--- src/rtl/gpio_irq_pkg.sv ---
// rtl/gpio_irq_pkg.sv - register offsets, field widths and byte-lane helpers for gpio_irq_ctrl
package gpio_irq_pkg;

  localparam int DFILT_W  = 8;
  localparam int REFDIV_W = 16;

  localparam logic [11:0] OFF_DFILT    = 12'h000;
  localparam logic [11:0] OFF_REFDIV   = 12'h004;
  localparam logic [11:0] OFF_IN       = 12'h010;
  localparam logic [11:0] OFF_OUT      = 12'h020;
  localparam logic [11:0] OFF_OUT_SET  = 12'h024;
  localparam logic [11:0] OFF_OUT_CLR  = 12'h028;
  localparam logic [11:0] OFF_IRQ_EN   = 12'h030;
  localparam logic [11:0] OFF_RISE_EN  = 12'h034;
  localparam logic [11:0] OFF_FALL_EN  = 12'h038;
  localparam logic [11:0] OFF_IRQ_STAT = 12'h040;

  function automatic logic [31:0] lane_mask(input logic [3:0] we);
    logic [31:0] m;
    for (int i = 0; i < 4; i++) m[8*i +: 8] = {8{we[i]}};
    return m;
  endfunction

  function automatic logic [31:0] merge_lanes(input logic [31:0] old, input logic [31:0] wd,
                                              input logic [31:0] m);
    return (old & ~m) | (wd & m);
  endfunction

endpackage

--- src/rtl/gpio_dfilter.sv ---
// rtl/gpio_dfilter.sv - one input pin: 2-flop synchroniser, tick-paced glitch filter, filtered flop
module gpio_dfilter
  import gpio_irq_pkg::*;
(
  input  logic               clk,
  input  logic               rst_n,
  input  logic               pin_i,
  input  logic               tick_i,
  input  logic [DFILT_W-1:0] dfilt_i,
  output logic               filt_o
);

  logic               sync1_q, sync2_q;
  logic               filt_q, filt_d;
  logic [DFILT_W-1:0] cnt_q, cnt_d;
  logic [DFILT_W:0]   cnt_inc;

  // One bit wider so the threshold compare cannot wrap at 255.
  assign cnt_inc = {1'b0, cnt_q} + (DFILT_W+1)'(1);

  always_comb begin
    filt_d = filt_q;
    cnt_d  = cnt_q;
    if (dfilt_i == '0) begin
      filt_d = sync2_q;
      cnt_d  = '0;
    end else if (tick_i) begin
      if (sync2_q == filt_q) begin
        cnt_d = '0;
      end else if (cnt_inc >= {1'b0, dfilt_i}) begin
        filt_d = sync2_q;
        cnt_d  = '0;
      end else begin
        cnt_d = cnt_inc[DFILT_W-1:0];
      end
    end
  end

  always_ff @(posedge clk or negedge rst_n) begin
    if (!rst_n) begin
      sync1_q <= 1'b0;
      sync2_q <= 1'b0;
      filt_q  <= 1'b0;
      cnt_q   <= '0;
    end else begin
      sync1_q <= pin_i;
      sync2_q <= sync1_q;
      filt_q  <= filt_d;
      cnt_q   <= cnt_d;
    end
  end

  assign filt_o = filt_q;

endmodule

--- src/rtl/gpio_irq_ctrl.sv ---
// rtl/gpio_irq_ctrl.sv - GPIO controller: bus registers, prescaler, filtered inputs, edge status and irq
module gpio_irq_ctrl
  import gpio_irq_pkg::*;
#(
  parameter int NIN  = 13,
  parameter int NOUT = 8,
  parameter int AW   = 14
) (
  input  logic            clk,
  input  logic            rst_n,
  input  logic            sel,
  input  logic [AW-1:0]   addr,
  input  logic [3:0]      we,
  input  logic [31:0]     wdata,
  output logic [31:0]     rdata,
  input  logic [NIN-1:0]  gpio_pin_in,
  output logic [NOUT-1:0] gpio_pin_out,
  output logic            irq
);

  logic [DFILT_W-1:0]  dfilt_q, dfilt_d;
  logic [REFDIV_W-1:0] refdiv_q, refdiv_d;
  logic [REFDIV_W-1:0] presc_q, presc_d;
  logic [NOUT-1:0]     out_q, out_d;
  logic [NIN-1:0]      irq_en_q, irq_en_d, rise_en_q, rise_en_d, fall_en_q, fall_en_d;
  logic [NIN-1:0]      stat_q, stat_d, filt, filt_d_q, w1c, edge_set;
  logic                irq_q, irq_d, tick, wr;
  logic [AW-1:0]       waddr;
  logic [31:0]         wmask;
  logic                unused_addr;

  assign unused_addr = ^addr[1:0];
  assign waddr       = {addr[AW-1:2], 2'b00};
  assign wr          = sel && (we != 4'b0000);
  assign wmask       = lane_mask(we);
  assign tick        = (presc_q == refdiv_q);

  for (genvar g = 0; g < NIN; g++) begin : g_pin
    gpio_dfilter u_dfilter (
      .clk     (clk),
      .rst_n   (rst_n),
      .pin_i   (gpio_pin_in[g]),
      .tick_i  (tick),
      .dfilt_i (dfilt_q),
      .filt_o  (filt[g])
    );
  end

  // A fresh edge in the same cycle as a W1C leaves the bit set.
  assign edge_set = (filt & ~filt_d_q & rise_en_q) | (~filt & filt_d_q & fall_en_q);
  assign w1c      = (wr && waddr == AW'(OFF_IRQ_STAT)) ? NIN'(wdata & wmask) : '0;

  always_comb begin
    dfilt_d   = dfilt_q;
    refdiv_d  = refdiv_q;
    out_d     = out_q;
    irq_en_d  = irq_en_q;
    rise_en_d = rise_en_q;
    fall_en_d = fall_en_q;
    stat_d    = (stat_q & ~w1c) | edge_set;
    irq_d     = |(stat_q & irq_en_q);
    presc_d   = tick ? '0 : presc_q + REFDIV_W'(1);
    if (wr) begin
      if (waddr == AW'(OFF_DFILT)) begin
        dfilt_d = DFILT_W'(merge_lanes(32'(dfilt_q), wdata, wmask));
      end else if (waddr == AW'(OFF_REFDIV)) begin
        refdiv_d = REFDIV_W'(merge_lanes(32'(refdiv_q), wdata, wmask));
        presc_d  = '0;
      end else if (waddr == AW'(OFF_OUT)) begin
        out_d = NOUT'(merge_lanes(32'(out_q), wdata, wmask));
      end else if (waddr == AW'(OFF_OUT_SET)) begin
        out_d = out_q | NOUT'(wdata & wmask);
      end else if (waddr == AW'(OFF_OUT_CLR)) begin
        out_d = out_q & ~NOUT'(wdata & wmask);
      end else if (waddr == AW'(OFF_IRQ_EN)) begin
        irq_en_d = NIN'(merge_lanes(32'(irq_en_q), wdata, wmask));
      end else if (waddr == AW'(OFF_RISE_EN)) begin
        rise_en_d = NIN'(merge_lanes(32'(rise_en_q), wdata, wmask));
      end else if (waddr == AW'(OFF_FALL_EN)) begin
        fall_en_d = NIN'(merge_lanes(32'(fall_en_q), wdata, wmask));
      end
    end
  end

  always_comb begin
    rdata = '0;
    if (sel) begin
      if      (waddr == AW'(OFF_DFILT))    rdata = 32'(dfilt_q);
      else if (waddr == AW'(OFF_REFDIV))   rdata = 32'(refdiv_q);
      else if (waddr == AW'(OFF_IN))       rdata = 32'(filt);
      else if (waddr == AW'(OFF_OUT))      rdata = 32'(out_q);
      else if (waddr == AW'(OFF_IRQ_EN))   rdata = 32'(irq_en_q);
      else if (waddr == AW'(OFF_RISE_EN))  rdata = 32'(rise_en_q);
      else if (waddr == AW'(OFF_FALL_EN))  rdata = 32'(fall_en_q);
      else if (waddr == AW'(OFF_IRQ_STAT)) rdata = 32'(stat_q);
    end
  end

  always_ff @(posedge clk or negedge rst_n) begin
    if (!rst_n) begin
      dfilt_q   <= '0;
      refdiv_q  <= '0;
      presc_q   <= '0;
      out_q     <= '0;
      irq_en_q  <= '0;
      rise_en_q <= '0;
      fall_en_q <= '0;
      stat_q    <= '0;
      filt_d_q  <= '0;
      irq_q     <= 1'b0;
    end else begin
      dfilt_q   <= dfilt_d;
      refdiv_q  <= refdiv_d;
      presc_q   <= presc_d;
      out_q     <= out_d;
      irq_en_q  <= irq_en_d;
      rise_en_q <= rise_en_d;
      fall_en_q <= fall_en_d;
      stat_q    <= stat_d;
      filt_d_q  <= filt;
      irq_q     <= irq_d;
    end
  end

  assign gpio_pin_out = out_q;
  assign irq          = irq_q;

endmodule

--- config.mk ---
export PLATFORM = sky130hd
export DESIGN_NAME = gpio_irq_ctrl
export DESIGN_NICKNAME = d
export VERILOG_FILES = /design/src/rtl/gpio_irq_pkg.sv /design/src/rtl/gpio_dfilter.sv /design/src/rtl/gpio_irq_ctrl.sv
export SDC_FILE = /design/constraint.sdc
export NUM_CORES = 1
export LEC_CHECK = 0
export ABC_CLOCK_PERIOD_IN_PS = 7100
export CAP_MARGIN = 30
export CORE_UTILIZATION = 60
export DETAILED_ROUTE_END_ITERATION = 10
export PLACE_DENSITY = 0.81
export SYNTH_ARGS = -nofsm -noshare
export SYNTH_HDL_FRONTEND = slang
export SYNTH_SLANG_ARGS = --single-unit
--- constraint.sdc ---
create_clock -name clk -period 7.1 [get_ports clk]
set_input_delay 1.42 -clock clk [delete_from_list [all_inputs] [get_ports clk]]
set_output_delay 1.42 -clock clk [all_outputs]
set_load 0.01 [all_outputs]
# Word level (Yosys, flattened, before mapping)
# Index checks and enable logic that the tools add are counted.
# word_totals
register_bits,257
output_inout_bits,41
inputBits,66
# op_classes
n_eq_ne,36
n_reduce_logical,40
add_sub_neg,14
order_cmp,13
bitwise,35
muxes,121
# ops
cell,count
8-bit two-way mux,55
"8-bit by 1-bit adder with 9-bit output, second input constant",13
13-bit AND,9
9-bit by 8-bit greater-or-equal comparator with 1-bit output,13
16-bit two-way mux,6
13-bit two-way mux,7
"12-bit by 4-bit == test with 1-bit output, second input constant",6
13-bit bitwise OR,5
1-bit two-way mux,52
3-bit AND reduction,14
13-bit inverter,3
16-bit AND,2
32-bit two-way mux,1
2-bit nonzero test,14
8-bit AND,3
"2-bit != test, second input constant",12
8-bit bitwise OR,3
"16-bit by 1-bit adder with 16-bit output, second input constant",1
16-bit == test,1
16-bit inverter,1
16-bit bitwise OR,1
14-bit logical NOT,1
1-bit == test,13
13-bit OR reduction,1
15 further kinds,22

# Logic depth before layout (Yosys ltp)
# Gate-level depths: netlist (run 1).
# depth
word_depth,10
mapped_depth,12
depth_no_buf,12

# By module
# From an unflattened synthesis (run 1), not the netlist that was laid out.
# hier_totals
hier_cells,1642
area_unflattened_um2,16450.8
# modules_own_cells
mod,instances,cells_per_inst,area_per_inst_um2
gpio_dfilter,13,84,810.8
gpio_irq_ctrl,1,550,5910.7

# Least setup slack after synthesis (run 1)
# Ideal clock, no wire load.
# synth_path
path_type,input-to-output
start,input port addr[12]
end,output port rdata[4]
setup_slack_ps,2265
stages,7
n_path_buf,1
arrival_time_ps,3415
cell_sequence,or4_4 > or2_1 > buf_6 > nor4_4 > a21oi_2 > a311o_1 > a221oi_2
# synth_between
elab_chain_cells,10
elab_cells_between_ends,17
# synth_lines
item,line_no,source
start: declaration,gpio_irq_ctrl.sv:12,"input logic [AW-1:0] addr,"
12-bit by 5-bit == test with 1-bit output,gpio_irq_ctrl.sv:95,else if (waddr == AW'(OFF_IRQ_STAT)) rdata = 32'(stat_q);
13-bit two-way mux,gpio_irq_ctrl.sv:95,
13-bit two-way mux,gpio_irq_ctrl.sv:94,else if (waddr == AW'(OFF_FALL_EN)) rdata = 32'(fall_en_q);
13-bit two-way mux,gpio_irq_ctrl.sv:93,else if (waddr == AW'(OFF_RISE_EN)) rdata = 32'(rise_en_q);
13-bit two-way mux,gpio_irq_ctrl.sv:92,else if (waddr == AW'(OFF_IRQ_EN)) rdata = 32'(irq_en_q);
13-bit two-way mux,gpio_irq_ctrl.sv:91,else if (waddr == AW'(OFF_OUT)) rdata = 32'(out_q);
13-bit two-way mux,gpio_irq_ctrl.sv:90,else if (waddr == AW'(OFF_IN)) rdata = 32'(filt);
16-bit two-way mux,gpio_irq_ctrl.sv:89,else if (waddr == AW'(OFF_REFDIV)) rdata = 32'(refdiv_q);
16-bit two-way mux (*),gpio_irq_ctrl.sv:88,if (waddr == AW'(OFF_DFILT)) rdata = 32'(dfilt_q);
32-bit two-way mux (*),gpio_irq_ctrl.sv:87,if (sel) begin
end: declaration,gpio_irq_ctrl.sv:15,"output logic [31:0] rdata,"
# Mark *: on every way between the ends. The rest lies on a longest branch, timed or not.

# Final worst setup path (run 1)
# layout_path
start,input port addr[5]
end,output port rdata[4]
# The elaborated chain is that of the path after synthesis.

==> results of run 1 <==
-- Yosys cell counts, drive strengths merged (12+ instances only) --
cell type / instances
or2: 17
clkbuf: 31
nor4: 14
a21o: 28
nand2b: 17
dfrtp: 257
a21oi: 52
and4: 17
o22ai: 15
and3: 25
xnor2: 68
ha: 118
a22oi: 14
a211oi: 17
o21ai: 74
and2: 12
nor2: 99
nand3: 84
a22o: 58
nor2b: 21
nand4: 14
xor2: 37
nor3: 15
mux2: 87
nand2: 171
buf: 28
inv: 31
-- layout make-up --
class                           instances  area, µm²
Multi-Input combinational cell       1173       8300
Clock buffer                           35        766
Inverter                               31        116
Clock inverter                         14        161
Sequential cell                       257       6430
Tap cell                              324        405
Fill cell                            1821       7440
Timing Repair Buffer                   87        843
-- power groups by stage --
stage	logic [W]	registers [W]	clock network [W]
2_1_floorplan	0.0000975	0.00154	0
3_3_place_gp	0.000198	0.00155	0
3_5_place_dp	0.000208	0.00155	0
4_1_cts	0.000210	0.00152	0.00149
5_1_grt	0.000229	0.00152	0.00154
6_report	0.000209	0.00152	0.00147
-- cells in the final DEF, fill, tap and decap left out, drive strengths merged, types with 5 or more instances in the layout --
cell	n
a211oi	17
o22ai	15
conb	16
o21a	6
or3	7
nor3b	6
a41o	6
nor2b	21
clkdlybuf4s50	71
inv	32
o21ai	74
mux2	87
a31oi	11
a21o	28
a221o	10
nor4	14
and3	25
xnor2	68
nor2	99
or2	17
a222oi	5
buf	16
nand2	171
dfrtp	257
nand3	84
a21oi	52
and2	12
clkinv	5
and4	17
ha	118
a22oi	14
nand4	14
nor3	15
nand2b	17
xor2	37
clkbuf	35
a22o	58
clkinvlp	5
-- critical path: cells and delay by family --
family          cells  cell delay, ns
simple gates        3            1.10
compound gates      3            0.78
buf+inv             2            1.40
-- cells by family (layout without fill, tap and decap cells) --
kind of cell             count (synthesis)  in the layout
AND/OR/NAND/NOR                        527            527
other                                    1             16
buffers and inverters                   90            167
adder cells (fa/ha/maj)                118            118
XOR/XNOR                               105            105
AO/OA/AOI/OAI                          318            318
multiplexers                            89             89
flip-flops                             257            257
-- worst paths after layout --
check | cells past startpoint | end | start | slack [ns]
worst min register to register | 0 | g_pin[3].u_dfilter.sync2_q | g_pin[3].u_dfilter.sync1_q | 0.35
max in group asynchronous | 2 | async pin | rst_n | 4.76
min in group asynchronous | 1 | async pin | rst_n | 0.89
worst min-delay path | 0 | g_pin[3].u_dfilter.sync2_q | g_pin[3].u_dfilter.sync1_q | 0.35
worst max-delay path | 8 | rdata[4] | addr[5] | 0.98
worst max register to register | 11 | g_pin[1].u_dfilter.cnt_q[0] | g_pin[1].u_dfilter.cnt_q[0] | 3.56
-- per-stage QoR --
step           std cells   util  hold slack [ns]
2_1_floorplan       1520      -            0.331
3_3_place_gp        1868  0.657            0.333
3_5_place_dp        1871  0.658            0.335
4_1_cts             1920  0.696            0.348
5_1_grt             1921  0.696            0.352
6_report            1921  0.696            0.346
-- metal layers --
metal,vias to the layer above,track usage
li1,5615,-
met1,5995,0.413
met2,399,0.493
met3,63,0.0455
met4,0,0.0913
met5,-,0
==> run_results.csv, run 1 <==
group,metric,value,unit
sta,tns,0,ns
synth,ys_types,65,
placed_design,dp_slack,1.11,ns
synth,ys_seq_area_frac,0.427,
synth,yosys.area_share.xor_xnor,0.0610,
setup_path,slowest_delay,0.81,ns
layout,layout-drive-gt1-share,0.116,
placed_design,port_buffers,72,
synth,synthMuxAreaShare,0.0663,
power,p_comb_frac,0.065,
synth,synth_area,0.0151,mm²
detailed_routing,remaining_drc_errors,0,
power,ir_worst_vdd,196,µV
sta,layout_setup_ws,0.984,ns
setup_path,crit_top_cell,"clkdlybuf4s50_1",
placed_design,gp_congestion,0.936,
global_route,grt_max_degree,165,
global_route,antenna_found_initial,0,
global_route,gr-total-overflow,0,
global_route,track_usage,0.301,
cts,cts_buffers,27,
setup_path,crit_path_top_delay_cell,"clkdlybuf4s50_1",
floorplan,core_area,0.0245,mm²
synth,synth_top_family_by_area,"simple AND/OR/NAND/NOR gates",
sta,max_freq,163,MHz
floorplan,die_h,161,µm
global_route,grt_pass1_wl,61900,µm
floorplan,num_io_pins,107,
synth,ys_warn_count,0,
sta,finClkSkew,0.0173,ns
sta,finalCritPeriodShare,0.861,
floorplan,die_w,161,µm
setup_path,crit_path_start_kind,"input port",
setup_path,critPathArrivalTime,4.70,ns
synth,synth.area.top_cells,"dfrtp_1, ha_1, mux2_2, nand2_1, xnor2_1",
placed_design,placed_cell_area,0.0161,mm²
synth,synth_compound_area_frac,0.146,
synth,syn_inst,1505,
floorplan,num_rows,57,
power,powerDensity,188,mW/mm²
synth,yosys.area_share.simple,0.174,
detailed_routing,drtAntennaViolNets,0,
power,p_sw,0.000772,W
detailed_routing,drt_iter0_drc,1033,
worst_hold_path,min_path_type,"flip-flop to flip-flop",
detailed_routing,finalWirelength,38100,µm
layout,final_area,0.0170,mm²
power,total_power,0.00321,W
floorplan,start_util,0.616,
global_route,grt_pass1_vias,11900,
power,netSwitchingFraction,0.241,
detailed_routing,met3_length,2530,µm
floorplan,dieArea,0.0258,mm²
detailed_routing,wl_met2,18200,µm
layout,diodes,0,
power,p_int,0.00243,W
run,drv_cap,0,
cts,cts-hold-fix-buffers,0,
detailed_routing,wl_per_cell,19.8,µm
sta,setup_viol,0,
cts,clk_pin_slew,0.06,ns
setup_path,crit_chain,"clkdlybuf4s50_1 -> nand2b_1 -> or2_1 -> nor4_4 -> a21oi_2 -> a311o_1 -> a221oi_2 -> clkdlybuf4s50_1",
sta,period_minus_slack,6.12,ns
synth,yosys_register_bits,257,
power,p_seq_frac,0.475,
synth,syn_avg_cell_area,10.0,µm²
detailed_routing,firstDrtPassIters,6,
power,p_clk_frac,0.460,
sta,worst_pin_slew,1.09,ns
synth,synthFlopType,"dfrtp_1",
setup_path,path_max_fanout,14,
detailed_routing,wl_met1,16400,µm
sta,maxSlewViolCount,0,
sta,rsz0062_at_grt,"false",
layout,nNetsFinal,1761,
cts,clockBufferDepth,3,
synth,synth-edff-count,0,
cts,clock_latency,0.55,ns
synth,synth_area_leader_cell,"dfrtp_1",
cts,root_buffer,"clkbuf_16",
placed_design,dp_hpwl,25800,µm
synth,async_flop_share,1.00,
status,outcome,"finished, final reports clean",
power,p_leak,8.09,nW
setup_path,crit_type,"input port to output port",
cts,ctsResizeCount,0,
synth,netlist.area_leader.share,0.427,
setup_path,required,5.68,ns
cts,post-cts-setup-buffers,0,
sta,hold_viol,0,
synth,synth_adder_area_share,0.0979,
cts,clock-sinks,257,
detailed_routing,vias,12100,
setup_path,endpoint_kind,"output port",
detailed_routing,via_per_inst,6.28,
detailed_routing,highest_layer,"met4",
layout,area_delta_synth_final,13.0,%
sta,relSlewSlack,0.271,
cts,cts_max_level,1,
cts,cts_tree,"done",
No activity file was read; power rests on OpenSTA's default activity.
==> run 2, diff against run 1 <==
--- a/config.mk
+++ b/config.mk
@@ -9,6 +9,7 @@
 export CAP_MARGIN = 30
 export CORE_UTILIZATION = 60
 export DETAILED_ROUTE_END_ITERATION = 10
+export GPL_TIMING_DRIVEN = 0
 export PLACE_DENSITY = 0.81
 export SYNTH_ARGS = -nofsm -noshare
 export SYNTH_HDL_FRONTEND = slang
==> run_results.csv, run 2 (synthesis results as in run 1) <==
group,metric,value,unit
setup_path,required,5.68,ns
floorplan,die_h,161,µm
global_route,track_usage,0.312,
sta,worst_pin_slew,1.05,ns
layout,area_delta_synth_final,14.2,%
layout,layout_common_cells,"dfrtp_1, nand2_1, ha_1",
setup_path,r2r_end,"g_pin[10].u_dfilter.cnt_q[7]",
detailed_routing,vias,12400,
placed_design,gp_congestion,0.977,
global_route,antenna_found_initial,0,
detailed_routing,finalWirelength,39900,µm
setup_path,crit_type,"input port to output port",
worst_hold_path,min_path_type,"flip-flop to flip-flop",
power,p_leak,8.21,nW
cts,cts_max_level,1,
sta,period_minus_slack,6.33,ns
detailed_routing,met3_length,2990,µm
detailed_routing,wl_met2,18100,µm
sta,rsz0062_at_grt,"false",
cts,clk_pin_slew,0.06,ns
worst_hold_path,hold_start,"g_pin[2].u_dfilter.sync1_q",
sta,tns,0,ns
setup_path,endpoint_kind,"output port",
run,drv_cap,0,
placed_design,port_buffers,69,
detailed_routing,highest_layer,"met4",
layout,nNetsFinal,1808,
detailed_routing,via_per_inst,6.31,
sta,finalCritPeriodShare,0.892,
cts,clock_latency,0.55,ns
floorplan,die_w,161,µm
cts,ctsResizeCount,0,
detailed_routing,remaining_drc_errors,0,
floorplan,num_rows,57,
detailed_routing,drtAntennaViolNets,0,
floorplan,dieArea,0.0258,mm²
detailed_routing,drt_iter0_drc,1160,
layout,layout-drive-gt1-share,0.123,
floorplan,core_area,0.0245,mm²
sta,setup_viol,0,
global_route,grt_pass1_wl,63700,µm
sta,maxSlewViolCount,0,
cts,cts-hold-fix-buffers,0,
detailed_routing,wl_per_cell,20.3,µm
cts,root_buffer,"clkbuf_16",
setup_path,path_max_fanout,7,
sta,hold_viol,0,
floorplan,start_util,0.616,
power,powerDensity,183,mW/mm²
layout,utilization,0.703,
global_route,grt_pass1_vias,12300,
setup_path,ff2ff_path_depth,7,
sta,max_freq,158,MHz
setup_path,r2r_slack,3.17,ns
detailed_routing,firstDrtPassIters,5,
sta,relSlewSlack,0.294,
floorplan,num_io_pins,107,
cts,post-cts-setup-buffers,0,
detailed_routing,wl_met1,17300,µm
worst_hold_path,hold_path_depth,0,
sta,finClkSkew,0.0163,ns
global_route,gr-total-overflow,0,
global_route,grt_max_degree,105,
cts,clockBufferDepth,3,
worst_hold_path,worstHoldEndpoint,"g_pin[2].u_dfilter.sync2_q",
sta,finalHoldWorstSlack,0.348,ns
placed_design,dp_hpwl,27700,µm
power,total_power,0.00315,W
cts,cts_buffers,27,
layout,mostFrequentLayoutCell,"dfrtp_1",
power,ir_worst_vdd,193,µV
cts,clock-sinks,257,
setup_path,critPathArrivalTime,4.91,ns
status,outcome,"finished, final reports clean",
cts,cts_tree,"done",
setup_path,crit_path_start_kind,"input port",
==> run 2: cell count changes in the layout (fill, tap and decap cells not counted), sizes merged <==
cell	previous run	this run
buf	16	33
bufinv	3	0
clkbuf	35	71
clkinvlp	5	3
clkdlybuf4s50	71	68
clkinv	5	8
diode	0	1
==> run 2: layout make-up <==
type | count | area (µm²)
buffer | 59 | 302
fill | 1830 | 7250
timing repair buffer | 75 | 776
inverter | 31 | 116
tap | 324 | 405
antenna | 1 | 2.50
multi-input combinational | 1173 | 8280
sequential | 257 | 6430
clock inverter | 12 | 78.8
clock buffer | 38 | 817
==> run 2: metrics by stage <==
stage | std cells | setup WS [ns] | instance area [µm²]
floorplan | 1520 | 2.27 | 15100
global placement | 1913 | -6.29 | 16200
detailed placement | 1916 | 0.841 | 16300
CTS | 1966 | 0.842 | 17200
global route | 1969 | 0.672 | 17200
finish | 1970 | 0.770 | 17200
==> run 2: layer usage <==
| layer | global-route usage | vias up |
|---|---|---|
| li1 | - | 5707 |
| met1 | 0.430 | 6127 |
| met2 | 0.490 | 494 |
| met3 | 0.0573 | 108 |
| met4 | 0.122 | 0 |
| met5 | 0 | - |
==> run 2: how the worst max path moves through the flow <==
stage	startpoint	end	slack [ns]	cells past startpoint
floorplan	addr[12]	rdata[4]	2.27	7
global placement	rst_n	g_pin[5].u_dfilter.cnt_q[7]	-6.29	1
detailed placement	addr[3]	rdata[8]	0.84	8
CTS	addr[3]	rdata[4]	0.84	8
global route	addr[11]	rdata[3]	0.67	9
finish	addr[11]	rdata[3]	0.77	9
==> run 2: worst max-delay path, stage by stage <==
cell and delay, ns:
clkdlybuf4s50_1 0.44, or4_1 0.54, clkbuf_1 0.25, nor4_1 0.85, and2_1 0.32, a221o_1 0.17, o2111ai_1 0.13, o221ai_1 0.18
clkdlybuf4s50_1 0.61
==> run 2: report_power, final <==
| part | total [W] | switching [W] | internal [W] |
|---|---|---|---|
| clock | 0.00141 | 0.000610 | 0.000803 |
| sequential | 0.00152 | 0.0000349 | 0.00149 |
| combinational | 0.000208 | 0.000135 | 0.0000732 |
| total | 0.00315 | 0.000780 | 0.00237 |
==> run 3, diff against run 2 <==
--- a/config.mk
+++ b/config.mk
@@ -10,7 +10,7 @@
 export CORE_UTILIZATION = 60
 export DETAILED_ROUTE_END_ITERATION = 10
 export GPL_TIMING_DRIVEN = 0
-export PLACE_DENSITY = 0.81
+export PLACE_DENSITY = 0.9
 export SYNTH_ARGS = -nofsm -noshare
 export SYNTH_HDL_FRONTEND = slang
 export SYNTH_SLANG_ARGS = --single-unit
==> run_results.csv, run 3 (synthesis results as in run 1) <==
group,metric,value,unit
detailed_routing,vias,12800,
power,powerDensity,192,mW/mm²
cts,clock-sinks,257,
detailed_routing,wl_per_cell,21.3,µm
floorplan,core_area,0.0245,mm²
cts,cts-hold-fix-buffers,0,
cts,ctsResizeCount,0,
cts,cts_max_level,1,
worst_hold_path,hold_start,"g_pin[1].u_dfilter.sync1_q",
power,ir_worst_vdd,197,µV
floorplan,die_w,161,µm
worst_hold_path,hold_path_depth,0,
sta,layout_setup_ws,0.657,ns
floorplan,num_rows,57,
setup_path,slowest_delay,0.60,ns
cts,clockBufferDepth,3,
setup_path,crit_path_top_delay_cell,"clkdlybuf4s50_1",
setup_path,required,5.68,ns
placed_design,dp_cells,1918,
setup_path,endpoint_kind,"output port",
layout,layout_common_cells,"dfrtp_1, nand2_1, ha_1",
sta,tns,0,ns
setup_path,crit_buf_inv,3,
global_route,antenna_found_initial,0,
setup_path,crit_family,"buffers and inverters",
setup_path,path_max_fanout,10,
detailed_routing,drt_iter0_drc,1266,
sta,max_freq,155,MHz
floorplan,dieArea,0.0258,mm²
sta,finalCritPeriodShare,0.907,
setup_path,r2r_slack,3.20,ns
sta,finalHoldWorstSlack,0.343,ns
setup_path,critPathArrivalTime,5.02,ns
setup_path,r2r_end,"g_pin[4].u_dfilter.cnt_q[3]",
layout,fillers,1666,
layout,nNetsFinal,1809,
run,drv_cap,0,
cts,clk_pin_slew,0.06,ns
sta,worst_pin_slew,1.21,ns
layout,final_area,0.0173,mm²
layout,mostFrequentLayoutCell,"dfrtp_1",
global_route,grt_max_degree,119,
layout,area_delta_synth_final,14.9,%
detailed_routing,remaining_drc_errors,0,
detailed_routing,via_per_inst,6.49,
setup_path,crit_path_start_kind,"input port",
placed_design,gp_congestion,0.966,
global_route,track_usage,0.327,
setup_path,ff2ff_path_depth,7,
placed_design,dp_slack,0.828,ns
floorplan,start_util,0.616,
layout,layout-drive-gt1-share,0.122,
detailed_routing,finalWirelength,41900,µm
layout,instances_no_fill,1970,
sta,maxSlewViolCount,0,
setup_path,crit_chain,"clkdlybuf4s50_1 -> or4_1 -> nor4_1 -> nor2b_1 -> clkbuf_1 -> a222oi_1 -> a21o_1 -> a21oi_1 -> clkdlybuf4s50_1",
detailed_routing,firstDrtPassIters,8,
placed_design,dp_hpwl,28300,µm
detailed_routing,drtAntennaViolNets,0,
global_route,gr-total-overflow,0,
setup_path,cp-startpoint,"addr[3]",
sta,period_minus_slack,6.44,ns
worst_hold_path,min_path_type,"flip-flop to flip-flop",
sta,finClkSkew,0.0166,ns
sta,hold_viol,0,
power,p_leak,8.26,nW
sta,setup_viol,0,
sta,relSlewSlack,0.190,
cts,clock_latency,0.56,ns
cts,root_buffer,"clkbuf_16",
layout,diodes,0,
cts,cts_tree,"done",
cts,cts_buffers,28,
status,outcome,"finished, final reports clean",
worst_hold_path,worstHoldEndpoint,"g_pin[1].u_dfilter.sync2_q",
placed_design,placed_cell_area,0.0163,mm²
placed_design,port_buffers,69,
global_route,grt_pass1_vias,12900,
sta,rsz0062_at_grt,"false",
floorplan,num_io_pins,107,
setup_path,crit_top_cell,"clkdlybuf4s50_1",
cts,post-cts-setup-buffers,0,
global_route,grt_pass1_wl,66600,µm
floorplan,die_h,161,µm
setup_path,crit_type,"input port to output port",
-- run 3: cell count changes in the layout (fill, tap and decap cells not counted), sizes merged --
cell | previous run | this run
clkbuf | 71 | 74
buf | 33 | 35
clkinv | 8 | 2
bufinv | 0 | 4
clkinvlp | 3 | 2
inv | 32 | 31
diode | 1 | 0
-- run 3: worst max-delay path by stage --
stage	endpoint	slack [ns]	depth (start not counted)
6_report	rdata[1]	0.66	9
3_5_place_dp	rdata[0]	0.83	9
5_1_grt	rdata[1]	0.45	9
3_3_place_gp	g_pin[8].u_dfilter.sync2_q	-6.15	1
2_1_floorplan	rdata[4]	2.27	7
4_1_cts	rdata[1]	0.80	9
-- run 3: area by class of cell --
class	instances	area, µm²	area share
multi-input cells	1173	8280	0.478
flip-flops and latches	257	6430	0.371
clock buffers	43	868	0.0501
repair buffers	75	773	0.0446
well taps	324	405	0.0234
plain buffers	59	302	0.0174
clock inverters	8	145	0.00838
inverters	31	116	0.00672
-- run 3: where the power goes --
group / internal, W / switching, W
Combinational: 0.0000733 / 0.000141
Clock: 0.000982 / 0.000600
Sequential: 0.00149 / 0.0000341
-- run 3: metal layers --
metal,global-route usage,part of all wire,vias up
li1,-,-,5714
met1,0.413,0.39,6228
met2,0.529,0.47,671
met3,0.0744,0.095,179
met4,0.169,0.050,0
met5,0,0,-
-- run 3: stage by stage --
step | utilization | power [W]
floorplan | - | 0.00163
global placement | 0.663 | 0.00175
detailed placement | 0.666 | 0.00176
CTS | 0.708 | 0.00332
global route | 0.708 | 0.00341
finish | 0.708 | 0.00332
-- run 3: worst reg2reg max path, stage by stage, from the launching register on --
cell	delay (ns)
dfrtp_1	1.00
nor4_1	0.14
and2_1	0.27
clkbuf_1	0.33
nor2_1	0.48
clkbuf_1	0.59
clkbuf_1	0.75
a22o_1	0.28
